## config.mk

```make
export PLATFORM = sky130hd
export DESIGN_NAME = adc_spi_responder_flat
export DESIGN_NICKNAME = d
export VERILOG_FILES = /design/src/rtl/adc_spi_responder_if.sv /design/src/rtl/adc_spi_responder.sv /design/src/flat_wrapper.sv
export SDC_FILE = /design/constraint.sdc
export NUM_CORES = 1
export LEC_CHECK = 0
export ABC_AREA = 1
export CAP_MARGIN = 20
export CORE_UTILIZATION = 56
export DETAILED_ROUTE_END_ITERATION = 7
export DONT_BUFFER_PORTS = 1
export GPL_TIMING_DRIVEN = 0
export PLACE_DENSITY = 0.71
export SLEW_MARGIN = 20
export SYNTH_ARGS = -nofsm -noshare
export SYNTH_HDL_FRONTEND = slang
export SYNTH_SLANG_ARGS = --single-unit
```

## constraint.sdc

```tcl
create_clock -name clock -period 4.4 [get_ports clock]
set_clock_uncertainty 0.1 [all_clocks]
set_input_delay 0.66 -clock clock [delete_from_list [all_inputs] [get_ports clock]]
set_output_delay 0.66 -clock clock [all_outputs]
set_load 0.01 [all_outputs]
```

## src/rtl/adc_spi_responder_if.sv

```systemverilog
// SPI pin bundle between an ADC controller (master) and the ADC or its
// responder model (slave).
interface adc_spi_responder_if;
  logic adc_cs;
  logic adc_clk;
  logic adc_mosi;
  logic adc_miso;

  modport master (
    output adc_cs,
    output adc_clk,
    output adc_mosi,
    input  adc_miso
  );

  modport slave (
    input  adc_cs,
    input  adc_clk,
    input  adc_mosi,
    output adc_miso
  );
endinterface

```

## src/rtl/adc_spi_responder.sv

```systemverilog
// SPI responder model of an 8-channel 10-bit ADC with MCP3008-style framing.
// It decodes start/SGL-DIFF/channel from the controller, fetches a sample from
// an external source and shifts it back MSB first after a null bit.
module adc_spi_responder #(
  parameter int SYNC_STAGES = 2
) (
  input  logic        clock,
  input  logic        reset_n,
  adc_spi_responder_if.slave spi,
  output logic [2:0]  req_channel,
  output logic        req_diffn,
  input  logic [9:0]  sample,
  output logic        busy,
  output logic [15:0] conv_count,
  output logic        frame_err
);

  typedef enum logic [2:0] {
    IDLE       = 3'd0,
    WAIT_START = 3'd1,
    CMD        = 3'd2,
    SAMPLE     = 3'd3,  // waiting for the sample-clock rise
    LATCH      = 3'd4,  // waiting for the fall that latches the sample
    DATA       = 3'd5,
    DONE       = 3'd6
  } state_t;

  state_t state, state_next;

  logic [SYNC_STAGES-1:0] cs_sync;
  logic [SYNC_STAGES-1:0] clk_sync;
  logic [SYNC_STAGES-1:0] mosi_sync;
  logic                   cs_d;
  logic                   clk_d;
  // Fills with ones after reset; once the top bit is set the synchronizer
  // and edge registers reflect the real pins instead of their reset values.
  logic [SYNC_STAGES:0]   flush;
  // A frame may only start after CS has been seen high on real pin data, so a
  // frame that was in progress across a reset is ignored.
  logic                   armed;

  logic       cs_s, clk_s, mosi_s;
  logic       cs_fall, cs_rise, rise, fall;
  logic       abort;

  logic [3:0] bitcnt;
  logic [2:0] cmd;
  logic [9:0] shreg;
  logic       miso;
  logic [15:0] conv_cnt;

  assign cs_s   = cs_sync[SYNC_STAGES-1];
  assign clk_s  = clk_sync[SYNC_STAGES-1];
  assign mosi_s = mosi_sync[SYNC_STAGES-1];

  assign cs_fall = armed & cs_d & ~cs_s;
  assign cs_rise = ~cs_d & cs_s;
  assign rise    = clk_s & ~clk_d;
  assign fall    = ~clk_s & clk_d;

  assign spi.adc_miso = miso;
  assign conv_count   = conv_cnt;

  // Pin synchronizers, edge-detect registers and post-reset arming.
  always_ff @(posedge clock or negedge reset_n) begin
    if (!reset_n) begin
      cs_sync   <= '1;
      clk_sync  <= '0;
      mosi_sync <= '0;
      cs_d      <= 1'b1;
      clk_d     <= 1'b0;
      flush     <= '0;
      armed     <= 1'b0;
    end else begin
      cs_sync   <= {cs_sync[SYNC_STAGES-2:0], spi.adc_cs};
      clk_sync  <= {clk_sync[SYNC_STAGES-2:0], spi.adc_clk};
      mosi_sync <= {mosi_sync[SYNC_STAGES-2:0], spi.adc_mosi};
      cs_d      <= cs_s;
      clk_d     <= clk_s;
      flush     <= {flush[SYNC_STAGES-1:0], 1'b1};
      armed     <= armed | (flush[SYNC_STAGES] & cs_s & cs_d);
    end
  end

  // Frame state register.
  always_ff @(posedge clock or negedge reset_n) begin
    if (!reset_n) state <= IDLE;
    else          state <= state_next;
  end

  // Next-state decode; CS deassertion overrides any same-cycle SCLK edge.
  always_comb begin
    state_next = state;
    if (cs_rise) begin
      state_next = IDLE;
    end else begin
      case (state)
        IDLE:       if (cs_fall) state_next = WAIT_START;
        WAIT_START: if (rise && mosi_s) state_next = CMD;
        CMD:        if (rise && bitcnt == 4'd3) state_next = SAMPLE;
        SAMPLE:     if (rise) state_next = LATCH;
        LATCH:      if (fall) state_next = DATA;
        DATA:       if (fall && bitcnt == 4'd9) state_next = DONE;
        DONE:       state_next = DONE;
        default:    state_next = IDLE;
      endcase
    end
  end

  // State-derived outputs: busy flag and mid-frame abort detection.
  always_comb begin
    busy  = 1'b0;
    abort = 1'b0;
    case (state)
      WAIT_START:        busy = 1'b1;
      CMD, SAMPLE, LATCH, DATA: begin
        busy  = 1'b1;
        abort = cs_rise;
      end
      default: ;
    endcase
  end

  // Command capture, sample shift-out, conversion counter and error flag.
  always_ff @(posedge clock or negedge reset_n) begin
    if (!reset_n) begin
      bitcnt      <= '0;
      cmd         <= '0;
      shreg       <= '0;
      miso        <= 1'b0;
      req_channel <= '0;
      req_diffn   <= 1'b0;
      conv_cnt    <= '0;
      frame_err   <= 1'b0;
    end else if (cs_rise) begin
      miso <= 1'b0;
      if (abort) frame_err <= 1'b1;
    end else begin
      case (state)
        WAIT_START: if (rise && mosi_s) bitcnt <= '0;
        CMD: if (rise) begin
          cmd    <= {cmd[1:0], mosi_s};
          bitcnt <= bitcnt + 4'd1;
          // cmd now holds {SGL, D2, D1}; D0 arrives on this edge.
          if (bitcnt == 4'd3) begin
            req_diffn   <= cmd[2];
            req_channel <= {cmd[1:0], mosi_s};
          end
        end
        LATCH: if (fall) begin
          shreg  <= sample;
          miso   <= 1'b0;
          bitcnt <= '0;
        end
        DATA: if (fall) begin
          miso   <= shreg[9];
          shreg  <= {shreg[8:0], 1'b0};
          bitcnt <= bitcnt + 4'd1;
          if (bitcnt == 4'd9) conv_cnt <= conv_cnt + 16'd1;
        end
        DONE: if (fall) miso <= 1'b0;
        default: ;
      endcase
    end
  end

endmodule

```

## src/flat_wrapper.sv

```systemverilog
// flat-port wrapper written by rule: the top's interface ports become plain ports
module adc_spi_responder_flat 
#(
  parameter int SYNC_STAGES = 2
)
  (clock, reset_n, req_channel, req_diffn, sample, busy, conv_count, frame_err, spi_adc_cs, spi_adc_clk, spi_adc_mosi, spi_adc_miso);
  adc_spi_responder_if spi_i ();
  input  logic clock;
  input  logic reset_n;
  output logic [2:0] req_channel;
  output logic req_diffn;
  input  logic [9:0] sample;
  output logic busy;
  output logic [15:0] conv_count;
  output logic frame_err;
  input wire logic [$bits(spi_i.adc_cs)-1:0] spi_adc_cs;
  input wire logic [$bits(spi_i.adc_clk)-1:0] spi_adc_clk;
  input wire logic [$bits(spi_i.adc_mosi)-1:0] spi_adc_mosi;
  output wire logic [$bits(spi_i.adc_miso)-1:0] spi_adc_miso;
  assign spi_i.adc_cs = spi_adc_cs;
  assign spi_i.adc_clk = spi_adc_clk;
  assign spi_i.adc_mosi = spi_adc_mosi;
  assign spi_adc_miso = spi_i.adc_miso;
  adc_spi_responder #(.SYNC_STAGES(SYNC_STAGES)) u_core (.clock(clock), .reset_n(reset_n), .spi(spi_i), .req_channel(req_channel), .req_diffn(req_diffn), .sample(sample), .busy(busy), .conv_count(conv_count), .frame_err(frame_err));
endmodule
```

==> metrics.md <==
| Metric | Value |
|---|---|
| Status | `finished with violations` |
| Failing checks | `DRC` |
| Layout area overhead | `6.86%` |
| Final non-filler cell total | `383` |
| 1st-iter DRT viols | `135` |
| Post-CTS Setup Bufs | `0` |
| RR Endpoint | `u_core.shreg[8]` |
| Post-Syn Area | `around 2700 µm²` |
| Via density | `5.11` |
| Clock buffer count from CTS | `5` |
| PostCTS Resize Cnt | `0` |
| Crit end category | `primary output` |
| H-tree levels | `2` |
| Post-Syn Instances | `322` |
| FFs w/ async S/R, synth | `100%` |
| Largest net degree at the start of global routing | `52` |
| Ys flop type | `dfrtp_1` |
| # DRC | `2` |
| Top Layer Used | `met4` |
| Clk root buf | `clkbuf_8` |
| Min-delay worst type | `input port to async pin` |
| Remaining global-route overflow | `0` |
| Worst skew pair latency | `0.29 ns` |
| Total Nets Final | `352` |
| Wire length on met1 | `between 2000 and 2500 µm` |
| Final Cycle Share | `51.8%` |
| Slew Limit Fails | `0` |
| Type of origin of the critical path | `flop` |
| # Max-Cap Violations | `0` |
| Number of synthesized register bits | `54` |
| GRT Util Overall | `21.0%` |
| Sequential element share of the synthesized area | `50.5%` |
| Met2 wire length | `2180 µm` |
| CTS tree | `built` |
| R2R cell count | `7` |
| Chip width | `71.2 µm` |
| Top cells by count, synth | `nand2_1 (93), dfrtp_1 (51), inv_1 (46)` |
| Yosys top cell by area | `dfrtp_1` |
| Crit Path Max Fanout | `4` |
| Die Area | `around 5000 µm²` |
| Synth top area cells | `dfrtp_1 (48%), nand2_1 (13%), inv_1 (6.4%), nand3_1 (4.1%), ha_1 (3.3%)` |
| Placed cell area | `2750 µm²` |
| Maximum clock frequency | `439 MHz` |
| Critical path class | `flop to primary output` |
| CTS Buffer Depth | `2` |
| Required time of the critical path | `3.64 ns` |
| Flop2flop setup slack | `2.55 ns` |
| Antenna violations before repair | `0` |
| Setup violators final | `0` |
| Leak pwr | `roughly 1.5 nW` |
| Net count of the mapped netlist | `344` |
| Starting Density | `59.9%` |
| Most frequent cell after synthesis | `nand2_1` |
| Die height | `between 70 and 80 µm` |
| Hold Vio Cnt, Final | `0` |
| # hold bufs at CTS | `1` |
| Dpl hpwl | `3450 µm` |
| Unique masters post-synth | `30` |
| Met3 Routed Length | `177 µm` |
| Vias in the first global route | `1880` |
| Cell Pwr Density | `426 nW/µm²` |
| Drt total wl | `4760 µm` |
| Inst Count DP | `between 300 and 400` |
| First drt pass iteration count | `6` |
| Period minus WS final | `2.28 ns` |
| Worst Setup SP | `u_core.state[0]` |
| Clk sinks | `54` |
| Via count | `1959` |
| Syn avg cell area | `between 8 and 9 µm²` |
| Diode count | `0` |
| Layout cells sized above 1 | `10.3%` |
| Routed Antenna Nets | `0` |
| Final Instance Area | `around 2900 µm²` |
| Total core area | `4470 µm²` |
| GPL Wtd Cong | `0.801` |
| Worst-path clk slew | `0.09 ns` |
| Peak supply drop | `0.362 mV` |
| Routed len/inst | `~12 µm` |
| Critical R2R Launch | `u_core.state[1]` |
| First-pass GRT wire length | `8350 µm` |
| Cell Rows | `24` |
| PortBufs | `0` |
| Setup TNS | `0 ns` |
| EDFF count, synth | `0` |
| CP Capture Point | `busy` |
| Post-synth top area share | `47.6%` |
| Warning count from the yosys run | `0` |
| Worst EP arrival | `1.52 ns` |
| RSZ-0062 raised after global routing | `no` |
| IO Pins | `38` |
-- critical path: stages (launching register included) --
cell     delay (ns)
dfrtp_1        0.41
inv_1          0.08
ha_1           0.22
nand2_1        0.15
inv_1          0.08
nor2_1         0.13
nand3_1        0.15
-- per-stage QoR --
stage | power [mW] | setup slack, ns | hold WS (ns) | util [%]
2_1_floorplan | 0.876 | 2.60 | 0.231 | -
3_3_place_gp | 0.930 | 2.46 | 0.232 | 61.4
3_5_place_dp | 0.942 | 2.45 | 0.236 | 61.4
4_1_cts | 1.23 | 2.10 | 0.0813 | 64.0
5_1_grt | 1.32 | 1.99 | 0.0680 | 64.0
6_report | 1.22 | 2.12 | 0.0948 | 64.0
-- cell usage in the layout (no fill, tap or decap), types with 4 or more instances in the layout --
| master | instances |
|---|---|
| nor2_1 | 23 |
| xor2_1 | 8 |
| o21ai_0 | 16 |
| nand4_1 | 7 |
| dfrtp_1 | 51 |
| o211ai_1 | 9 |
| clkbuf_8 | 6 |
| nand3_1 | 22 |
| ha_1 | 7 |
| nor2_2 | 4 |
| inv_1 | 46 |
| nand2_1 | 93 |
| nand2_2 | 5 |
-- power by group --
part           internal, mW  switching [mW]  total [mW]
combinational         0.110           0.204       0.314
clock                 0.127           0.148       0.275
sequential            0.582          0.0493       0.631
total                 0.819           0.401        1.22
-- kinds of logic after synthesis --
family	after synthesis	synth area share, %
AO/OA/AOI/OAI	33	7.37
XOR/XNOR	12	4.20
adder cells (fa/ha/maj)	7	3.27
buffers and inverters	54	8.07
flip-flops	54	50.5
other	1	0.140
AND/OR/NAND/NOR	161	26.4
-- worst min path at each step --
| stage | startpoint | end | slack, ns | cells after the start |
|---|---|---|---|---|
| 4_1_cts | reset_n | u_core.cs_d | 0.08 | 0 |
| 2_1_floorplan | u_core.clk_sync[0] | u_core.clk_sync[1] | 0.23 | 0 |
| 3_5_place_dp | u_core.flush[1] | u_core.flush[2] | 0.24 | 0 |
| 3_3_place_gp | u_core.flush[0] | u_core.flush[1] | 0.23 | 0 |
| 5_1_grt | reset_n | u_core.cs_d | 0.07 | 0 |
| 6_report | reset_n | u_core.cs_d | 0.09 | 0 |
-- metal layers --
| metal | global-route usage, % | vias to the layer above |
|---|---|---|
| met4 | 5.33 | 0 |
| met5 | 0 | - |
| li1 | - | 1024 |
| met2 | 33.1 | 30 |
| met1 | 29.5 | 903 |
| met3 | 5.13 | 2 |
-- flip-flops by register name, indices dropped and copies added, names as in the netlist --
signal               count
u_core.spi.adc_miso      1
u_core.req_diffn         1
u_core.clk_d             1
u_core.cs_sync           2
u_core.req_channel       3
u_core.cmd               3
u_core.shreg            10
u_core.bitcnt            4
u_core.flush             3
u_core.cs_d              1
u_core.state             3
u_core.frame_err         1
u_core.mosi_sync         2
u_core.clk_sync          2
u_core.armed             1
u_core.conv_count       16
-- final cells by class --
type,count,area (µm²)
fill,378,1610
sequential,54,1360
multi-input combinational,214,1110
inverter,50,188
clock buffer,7,86.3
tap,52,65.1
buffer,4,28.8
timing repair buffer,1,27.5
clock inverter,1,5.00
Power figures use the tool's default switching activity.
